### src/rtl/rws_sched_pkg.sv
// Shared types, default parameters and sizing helper for the rws command scheduler.
package rws_sched_pkg;

  typedef enum logic [1:0] {
    IDLE  = 2'd0,
    TURN  = 2'd1,
    ISSUE = 2'd2,
    WAIT  = 2'd3
  } rws_state_t;

  localparam int NREQ_DEF     = 4;
  localparam int OPW_DEF      = 3;
  localparam int TURN_CYC_DEF = 2;
  localparam int TIMEOUT_DEF  = 15;

  // Bit width needed to index v values; never less than one bit.
  function automatic int clog2_min1(input int v);
    if (v <= 2) begin
      return 1;
    end else begin
      return $clog2(v);
    end
  endfunction

endpackage

### src/rtl/rws_sched_rr_pick.sv
// Rotating-priority picker: first set request at or above ptr, wrapping modulo NREQ.
module rr_pick
  import rws_sched_pkg::*;
#(
  parameter int NREQ = NREQ_DEF,
  localparam int IW  = clog2_min1(NREQ)
) (
  input  logic [NREQ-1:0] req,
  input  logic [IW-1:0]   ptr,
  output logic [NREQ-1:0] gnt,
  output logic [IW-1:0]   gnt_idx,
  output logic            any
);

  logic [IW:0]   w_sum;
  logic [IW-1:0] w_idx;
  logic          w_hit;

  // Walk candidates in priority order; the wider sum keeps the wrap exact for any NREQ.
  always_comb begin
    gnt     = {NREQ{1'b0}};
    gnt_idx = {IW{1'b0}};
    any     = 1'b0;
    w_sum   = {(IW+1){1'b0}};
    w_idx   = {IW{1'b0}};
    w_hit   = 1'b0;
    for (int k = 0; k < NREQ; k++) begin
      w_sum        = {1'b0, ptr} + (IW+1)'(k);
      w_idx        = (w_sum >= (IW+1)'(NREQ)) ? IW'(w_sum - (IW+1)'(NREQ)) : IW'(w_sum);
      w_hit        = !any && req[w_idx];
      gnt[w_idx]   = gnt[w_idx] | w_hit;
      gnt_idx      = w_hit ? w_idx : gnt_idx;
      any          = any | w_hit;
    end
  end

endmodule

### src/rtl/rws_sched.sv
// Round-robin read/write scheduler: one command in flight, turnaround gap on
// direction change, valid/ready issue and completion-or-timeout wait.
module rws_sched
  import rws_sched_pkg::*;
#(
  parameter int NREQ     = NREQ_DEF,
  parameter int OPW      = OPW_DEF,
  parameter int TURN_CYC = TURN_CYC_DEF,
  parameter int TIMEOUT  = TIMEOUT_DEF,
  localparam int IW      = clog2_min1(NREQ)
) (
  input  logic              clk,
  input  logic              rst,
  input  logic [NREQ-1:0]   req_valid,
  input  logic [NREQ-1:0]   req_wr,
  input  logic [NREQ*OPW-1:0] req_op,
  output logic [NREQ-1:0]   req_ready,
  output logic              cmd_valid,
  input  logic              cmd_ready,
  output logic [OPW-1:0]    cmd_op,
  output logic              cmd_wr,
  output logic [IW-1:0]     cmd_id,
  input  logic              cmd_done,
  output logic [NREQ-1:0]   rsp_done,
  output logic              rsp_err
);

  localparam int CW = clog2_min1(TIMEOUT + 1);
  localparam int TW = clog2_min1(TURN_CYC + 1);

  rws_state_t     r_state;
  rws_state_t     w_state_nxt;
  logic [IW-1:0]  r_rr_ptr;
  logic [IW-1:0]  r_cmd_id;
  logic [OPW-1:0] r_cmd_op;
  logic           r_cmd_wr;
  logic           r_last_vld;
  logic           r_last_wr;
  logic [TW-1:0]  r_turn_cnt;
  logic [CW-1:0]  r_wait_cnt;

  logic [NREQ-1:0] w_gnt;
  logic [IW-1:0]   w_gnt_idx;
  logic            w_any;
  logic            w_accept;
  logic            w_need_turn;
  logic            w_timeout;
  logic            w_finish;
  logic [IW-1:0]   w_ptr_nxt;

  rr_pick #(.NREQ(NREQ)) u_pick (
    .req     (req_valid),
    .ptr     (r_rr_ptr),
    .gnt     (w_gnt),
    .gnt_idx (w_gnt_idx),
    .any     (w_any)
  );

  // Event decode; accept is masked by rst so no grant leaks out while held in reset.
  always_comb begin
    w_accept    = (r_state == IDLE) && w_any && !rst;
    w_need_turn = r_last_vld && (req_wr[w_gnt_idx] != r_last_wr) && (TURN_CYC > 0);
    w_timeout   = (r_state == WAIT) && (r_wait_cnt == CW'(TIMEOUT - 1));
    w_finish    = (r_state == WAIT) && (cmd_done || w_timeout);
    w_ptr_nxt   = (r_cmd_id == IW'(NREQ - 1)) ? {IW{1'b0}} : r_cmd_id + IW'(1);
  end

  // State register.
  always_ff @(posedge clk or posedge rst) begin
    if (rst) begin
      r_state <= IDLE;
    end else begin
      r_state <= w_state_nxt;
    end
  end

  // Next-state logic.
  always_comb begin
    w_state_nxt = r_state;
    case (r_state)
      IDLE: begin
        if (w_accept) begin
          w_state_nxt = w_need_turn ? TURN : ISSUE;
        end else begin
          w_state_nxt = IDLE;
        end
      end
      TURN: begin
        if (r_turn_cnt == {TW{1'b0}}) begin
          w_state_nxt = ISSUE;
        end else begin
          w_state_nxt = TURN;
        end
      end
      ISSUE: begin
        if (cmd_ready) begin
          w_state_nxt = WAIT;
        end else begin
          w_state_nxt = ISSUE;
        end
      end
      WAIT: begin
        if (w_finish) begin
          w_state_nxt = IDLE;
        end else begin
          w_state_nxt = WAIT;
        end
      end
      default: w_state_nxt = IDLE;
    endcase
  end

  // Command latch, turnaround/timeout counters and round-robin history.
  always_ff @(posedge clk or posedge rst) begin
    if (rst) begin
      r_rr_ptr   <= {IW{1'b0}};
      r_cmd_id   <= {IW{1'b0}};
      r_cmd_op   <= {OPW{1'b0}};
      r_cmd_wr   <= 1'b0;
      r_last_vld <= 1'b0;
      r_last_wr  <= 1'b0;
      r_turn_cnt <= {TW{1'b0}};
      r_wait_cnt <= {CW{1'b0}};
    end else begin
      case (r_state)
        IDLE: begin
          if (w_accept) begin
            r_cmd_op   <= req_op[w_gnt_idx*OPW +: OPW];
            r_cmd_wr   <= req_wr[w_gnt_idx];
            r_cmd_id   <= w_gnt_idx;
            r_turn_cnt <= TW'(TURN_CYC - 1);
          end
        end
        TURN: begin
          if (r_turn_cnt != {TW{1'b0}}) begin
            r_turn_cnt <= r_turn_cnt - TW'(1);
          end
        end
        ISSUE: begin
          if (cmd_ready) begin
            r_wait_cnt <= {CW{1'b0}};
            r_last_wr  <= r_cmd_wr;
            r_last_vld <= 1'b1;
          end
        end
        WAIT: begin
          // Saturate rather than wrap so a stuck count can never re-arm the timeout.
          if (r_wait_cnt != CW'(TIMEOUT)) begin
            r_wait_cnt <= r_wait_cnt + CW'(1);
          end
          if (w_finish) begin
            r_rr_ptr <= w_ptr_nxt;
          end
        end
        default: begin
          r_rr_ptr <= r_rr_ptr;
        end
      endcase
    end
  end

  // Output decode from registered state; completion is visible in the WAIT cycle itself.
  always_comb begin
    req_ready = w_accept ? w_gnt : {NREQ{1'b0}};
    cmd_valid = (r_state == ISSUE);
    cmd_op    = r_cmd_op;
    cmd_wr    = r_cmd_wr;
    cmd_id    = r_cmd_id;
    rsp_done  = w_finish ? ({{(NREQ-1){1'b0}}, 1'b1} << r_cmd_id) : {NREQ{1'b0}};
    rsp_err   = w_finish && !cmd_done;
  end

endmodule

### config.mk
export PLATFORM = sky130hd
export DESIGN_NAME = rws_sched
export DESIGN_NICKNAME = d
export VERILOG_FILES = /design/src/rtl/rws_sched_pkg.sv /design/src/rtl/rws_sched_rr_pick.sv /design/src/rtl/rws_sched.sv
export SDC_FILE = /design/constraint.sdc
export NUM_CORES = 1
export LEC_CHECK = 0
export ABC_CLOCK_PERIOD_IN_PS = 3700
export CORE_AREA = 5 5 68 132
export DETAILED_ROUTE_END_ITERATION = 16
export DIE_AREA = 0 0 73 137
export REMOVE_ABC_BUFFERS = 1
export SKIP_CTS_REPAIR_TIMING = 1
export SYNTH_ARGS = -nofsm -noshare
export SYNTH_HDL_FRONTEND = slang
export SYNTH_SLANG_ARGS = --single-unit
### constraint.sdc
create_clock -name clk -period 3.7 [get_ports clk]
set_clock_uncertainty 0.2 [all_clocks]
set_input_delay 0.74 -clock clk [delete_from_list [all_inputs] [get_ports clk]]
set_output_delay 0.74 -clock clk [all_outputs]
set_load 0.03 [all_outputs]
Word-level counts from Yosys, hierarchy flattened
Cells that the tools add are included.

Flip-flop bits (word level): 18. Logic and storage cells: 135. Output and inout bits: 16. Input bits: 24.

Shifts and indexed selects: 2. Add/sub/neg operators: 10. Multiply operators: 1. Equal/unequal tests: 11. Reduce and logical (&&, ||, !) cells: 29. Bitwise operators: 8. Muxes and demuxes: 52. Magnitude comparators: 13.

Operators with widths (number): 2-bit 2-to-1 mux (15); 1-bit binary-select mux with 2-bit select (9); 4-bit 2-to-1 mux (4); 2-bit by 3-bit < comparator with 1-bit output (second input constant) (5); 1-bit 2-to-1 mux (14); 1-bit logical AND (13); 4-bit bitwise mux (3); 12-bit by 5-bit variable part select with 3-bit output (1); 2-bit by 1-bit subtractor with 2-bit output (second input constant) (5); 3-bit greater-or-equal comparator (second input constant) (3); 1-bit demux with 2-bit select (4); 2-bit by 1-bit greater-or-equal comparator with 1-bit output (second input constant) (4); 2-bit case mux with 4 select lines (1); 4-bit case mux with 2 select lines (1); 1-bit bitwise OR (7); 2-bit by 2-bit adder with 3-bit output (second input constant) (2); 2-bit == test (second input constant) (3); 2-bit AND reduction (3); 3-bit AND reduction (2); 2-bit nonzero test (3); 1-bit logical NOT (5); 4-bit by 1-bit adder with 4-bit output (second input constant) (1); 4-bit AND (1); 4-bit == test (second input constant) (1); other kinds (13) (16).

Logic depth before layout (Yosys ltp)
Word-level depth: 20. Depth in mapped cells: 12. Depth with buffers taken out: 9.

Hierarchy
A second synthesis with hierarchy kept.

Cells, all modules: 207. Area, all modules: 1846.8 um^2.

Modules (own cells, without submodules): rws_sched (times used 1, area each 1139.8 um^2, seq. area each 450.4 um^2, cells each 114); rr_pick (times used 1, area each 706.9 um^2, seq. area each 0.0 um^2, cells each 93).

Worst setup path before layout
OpenSTA, ideal clock, no wires.

Path kind: flip-flop to output port. Start: register r_rr_ptr[0]. End: output req_ready[0]. Data arrival time: 3.507 ns. Required time: 2.760 ns. Stages on the path, launching flop included: 12. Setup slack: -0.747 ns. Path buffers: 2. Cells stage by stage: dfrtp_1 -> buf_4 -> inv_1 -> ha_1 -> buf_4 -> mux4_1 -> nor2b_1 -> o211ai_1 -> a31o_1 -> nor3_1 -> o21ai_2 -> a311oi_1.

Cells in the longest elaborated chain, start to end: 20. Elaborated cells between the ends (all ways): 71. Those cells by class: add/sub (7); order compare (12); mux (32); bitwise (8); reduce/logical (12).

RTL lines: start, declared (line rws_sched.sv:33) `logic [IW-1:0] r_rr_ptr;`; start signal, assigned (line rws_sched.sv:116) `r_rr_ptr <= {IW{1'b0}};`; start signal, assigned (line rws_sched.sv:152) `r_rr_ptr <= w_ptr_nxt;`; start signal, assigned (line rws_sched.sv:156) `r_rr_ptr <= r_rr_ptr;`; 2-bit by 3-bit greater-or-equal comparator with 1-bit output or 2-bit by 1-bit subtractor with 2-bit output (tied branches) (line rws_sched_rr_pick.sv:29) `w_idx = (w_sum >= (IW+1)'(NREQ)) ? IW'(w_sum - (IW+1)'(NREQ)) : IW'(w_sum);`; 2-bit 2-to-1 mux (line rws_sched_rr_pick.sv:29); 2-bit by 3-bit < comparator with 1-bit output (implied by the code) or 2-bit by 1-bit greater-or-equal comparator with 1-bit output (tied branches) (line rws_sched_rr_pick.sv:31) `gnt[w_idx] = gnt[w_idx] | w_hit;`; 1-bit logical AND (implied by the code) (line rws_sched_rr_pick.sv:31); 1-bit 2-to-1 mux (implied by the code) (line rws_sched_rr_pick.sv:31); 1-bit demux with 2-bit select; 4-bit AND (no source line); 1-bit binary-select mux with 2-bit select (line rws_sched_rr_pick.sv:31); [... 4 more ...]; 1-bit 2-to-1 mux (implied by the code) (line rws_sched_rr_pick.sv:31); 1-bit bitwise OR (line rws_sched_rr_pick.sv:31); 4-bit bitwise mux (line rws_sched_rr_pick.sv:31); 1-bit binary-select mux with 2-bit select (line rws_sched_rr_pick.sv:31); 1-bit 2-to-1 mux (implied by the code) (line rws_sched_rr_pick.sv:31); 1-bit bitwise OR (line rws_sched_rr_pick.sv:31); 4-bit bitwise mux (line rws_sched_rr_pick.sv:31); 4-bit 2-to-1 mux (*) (line rws_sched.sv:164) `req_ready = w_accept ? w_gnt : {NREQ{1'b0}};`; end, declared (line rws_sched.sv:17) `output logic [NREQ-1:0] req_ready,`.

Mark *: on every way between the ends. The rest lies on a longest branch, timed or not. The select of a mux whose other input is x is not followed.

Final worst setup path
Same ends and word-level chain as after synthesis.

==> results.yml <==
run_status:
  status: "finished, violations left"
  failed_checks: "negative setup slack"
clock_network:
  clock-sinks: 18
  h-tree-depth: 1
  cts_tree: "built"
  cts_buffer_depth: 2
  clkTransAtPathRegs_ns: 0.05
  clkLatencyLatePin_ns: 0.25
  cts-root-buf: "clkbuf_16"
  numCtsBuffers: 3
grt:
  grt_pass1_wl_um: 8790
  antenna_found_initial: 0
  track_usage_pct: 10.7
  grt_pass1_vias: 1886
  gr-total-overflow: 0
  grt_max_degree: 19
critical_path:
  path_cells: "inv_2 -> ha_4 -> mux4_2 -> mux2_4 -> a311o_1 -> a211oi_2 -> nor3_2 -> o21ai_2 -> a311oi_2 -> buf_4"
  cp_max_fo: 4
  crit_slowest_cell: "mux4_2"
  endpoint_kind: "output pin"
  critPathKind: "reg -> out"
  max_stage_delay_ns: 0.55
  worstPathRequired_ns: 2.76
  critical_path_buf_inv_count: 2
  critical_path.top_delay_family: "compound AO/OA/AOI/OAI gates"
  cp-start-kind: "flip-flop"
  arrival_ns: 3.07
  ff2ff_setup_slack_ns: 0.84
routing:
  drt-total-wl_um: 5060
  vias: 1886
  routedWlPerCell_um: 13.2
  first_pass_iters: 4
  ant_nets: 0
  drc: 0
  viasPerCell: 4.92
  drtIter0Drc: 56
place:
  port_buffers: 39
  post-place-ws_ns: -1.02
  dp_hpwl_um: 3970
  routabilityCongestion: 0.902
  place_area_um2: 2560
  dp_cells: 379
logic_synthesis:
  synth-seq-area-share_pct: 23.7
  synth_ff_type: "dfrtp_1"
  synth-edff-count: 0
  ys_ff_latch: 18
  synth_area_um2: 1900
  avgSynthCellArea_um2: 8.46
  ys_types: 55
  synth_cells: 225
  synthArstFlopShare_pct: 100
  ys_warn_count: 0
timing:
  fin_setup_tns_ns: -1.15
  finalSetupViolations: 4
  maxSlewViolCount: 0
  worst_pin_slew_ns: 0.654
  setup_slack_ns: -0.314
  maxSlewHeadroom_pct: 56.4
  hold_viol_final: 0
  timing.fmax_ghz: 0.249
  period_share_pct: 108
  rsz0062_at_grt: "true"
  finalCriticalPeriod_ns: 4.01
cells_and_area:
  stdcell_area_um2: 2700
  n_antenna_cell: 0
  final_cell_mix: "35 x buf_4, 31 x clkdlybuf4s50_1, 23 x nand2_1"
  nets: 324
  layout-drive-gt1-share_pct: 24.7
  final_common_cell: "buf_4"
  fin_cells: 383
  area_growth_pct: 41.5
floorplan:
  die_h_um: 137
  initial_core_util_pct: 24.3
  io_pins: 40
  die_w_um: 73
  num_rows: 46
  core_area_um2: 7830
  dieArea_um2: 10000
hold_path:
  hold_class: "reg -> reg"
run:
  maxCapViolations: 0
power:
  power.leakage_uw: 0.00117
  total_power_uw: 2420
  power_density_nw_per_um2: 899
  ir_drop_uv: 458
[worst paths after layout]
kind,startpoint,endpoint,cells past startpoint
max,r_rr_ptr[0]$_DFFE_PP0P_,req_ready[0],10
min,r_turn_cnt[0]$_DFFE_PP0P_,r_turn_cnt[0]$_DFFE_PP0P_,1
max reg2reg,r_rr_ptr[0]$_DFFE_PP0P_,r_state[1]$_DFF_PP0_,11
min reg2reg,r_turn_cnt[0]$_DFFE_PP0P_,r_turn_cnt[0]$_DFFE_PP0P_,1
max in group asynchronous,rst,cmd_wr$_DFFE_PP0P_,2
min in group asynchronous,rst,r_turn_cnt[0]$_DFFE_PP0P_,2
[cell usage after synthesis, types with 2 or more instances]
cell type	number	area [µm²]
a21o_1	3	22.5
a21oi_1	11	55.1
a221oi_1	4	35.0
a22oi_1	2	15.0
a311oi_1	2	17.5
a31o_1	2	17.5
a31oi_1	5	31.3
and2_1	4	25.0
buf_4	3	22.5
buf_6	4	45.0
clkbuf_1	7	26.3
dfrtp_1	18	450
ha_1	11	138
inv_1	11	41.3
mux2_2	7	78.8
mux2i_1	11	110
mux4_2	3	67.6
nand2_1	23	86.3
nand2b_1	3	18.8
nand3_1	4	20.0
nor2_1	14	52.6
nor2b_1	7	43.8
nor3_1	6	30.0
nor3b_1	2	15.0
nor4_1	4	25.0
o211ai_1	2	15.0
o21ai_0	18	90.1
o21ai_1	2	10.0
o21ai_2	2	17.5
o22ai_1	2	12.5
or3_1	2	12.5
xor2_1	3	26.3
[stage by stage]
step                hold WS (ns)  util [%]
global placement           0.261      32.7
floorplan                  0.245         -
global route               0.308      34.4
CTS                        0.274      33.7
finish                     0.274      34.4
detailed placement         0.268      32.7
[registers in the layout (all words and copies together) (netlist names)]
register / flops
r_wait_cnt: 4
cmd_op: 3
cmd_id: 2
r_rr_ptr: 2
r_state: 2
r_turn_cnt: 2
cmd_wr: 1
r_last_vld: 1
r_last_wr: 1
[power by group]
group	internal [µW]	leakage, µW	total [µW]	switching [µW]
registers	277	0.000222	360	82.4
clock network	142	0.0000370	207	65.3
logic	876	0.000907	1860	980
[per-layer routing]
layer / GRT usage (%) / share of wire [%]
met5: 0 / 0
met2: 17.1 / 47
met3: 2.94 / 7.7
met1: 14.0 / 43
met4: 2.87 / 1.8
[layout make-up]
cell class / instances / area (µm²)
inverter: 11 / 41.3
fill: 833 / 5130
sequential: 18 / 450
timing repair buffer: 76 / 684
clock buffer: 3 / 75.1
multi-input combinational: 179 / 1320
tap: 96 / 120
[logic make-up (layout without fill, tap and decap cells)]
group,Yosys count,in the layout,synth area share [%]
fa+ha+maj,11,11,7.23
flops,18,18,23.7
simple gates,78,78,20.9
mux,23,23,15.6
buf+inv,28,90,8.41
xor+xnor,4,4,1.84
compound gates,63,63,22.3
Note: power is estimated with default switching activity, not from simulation.
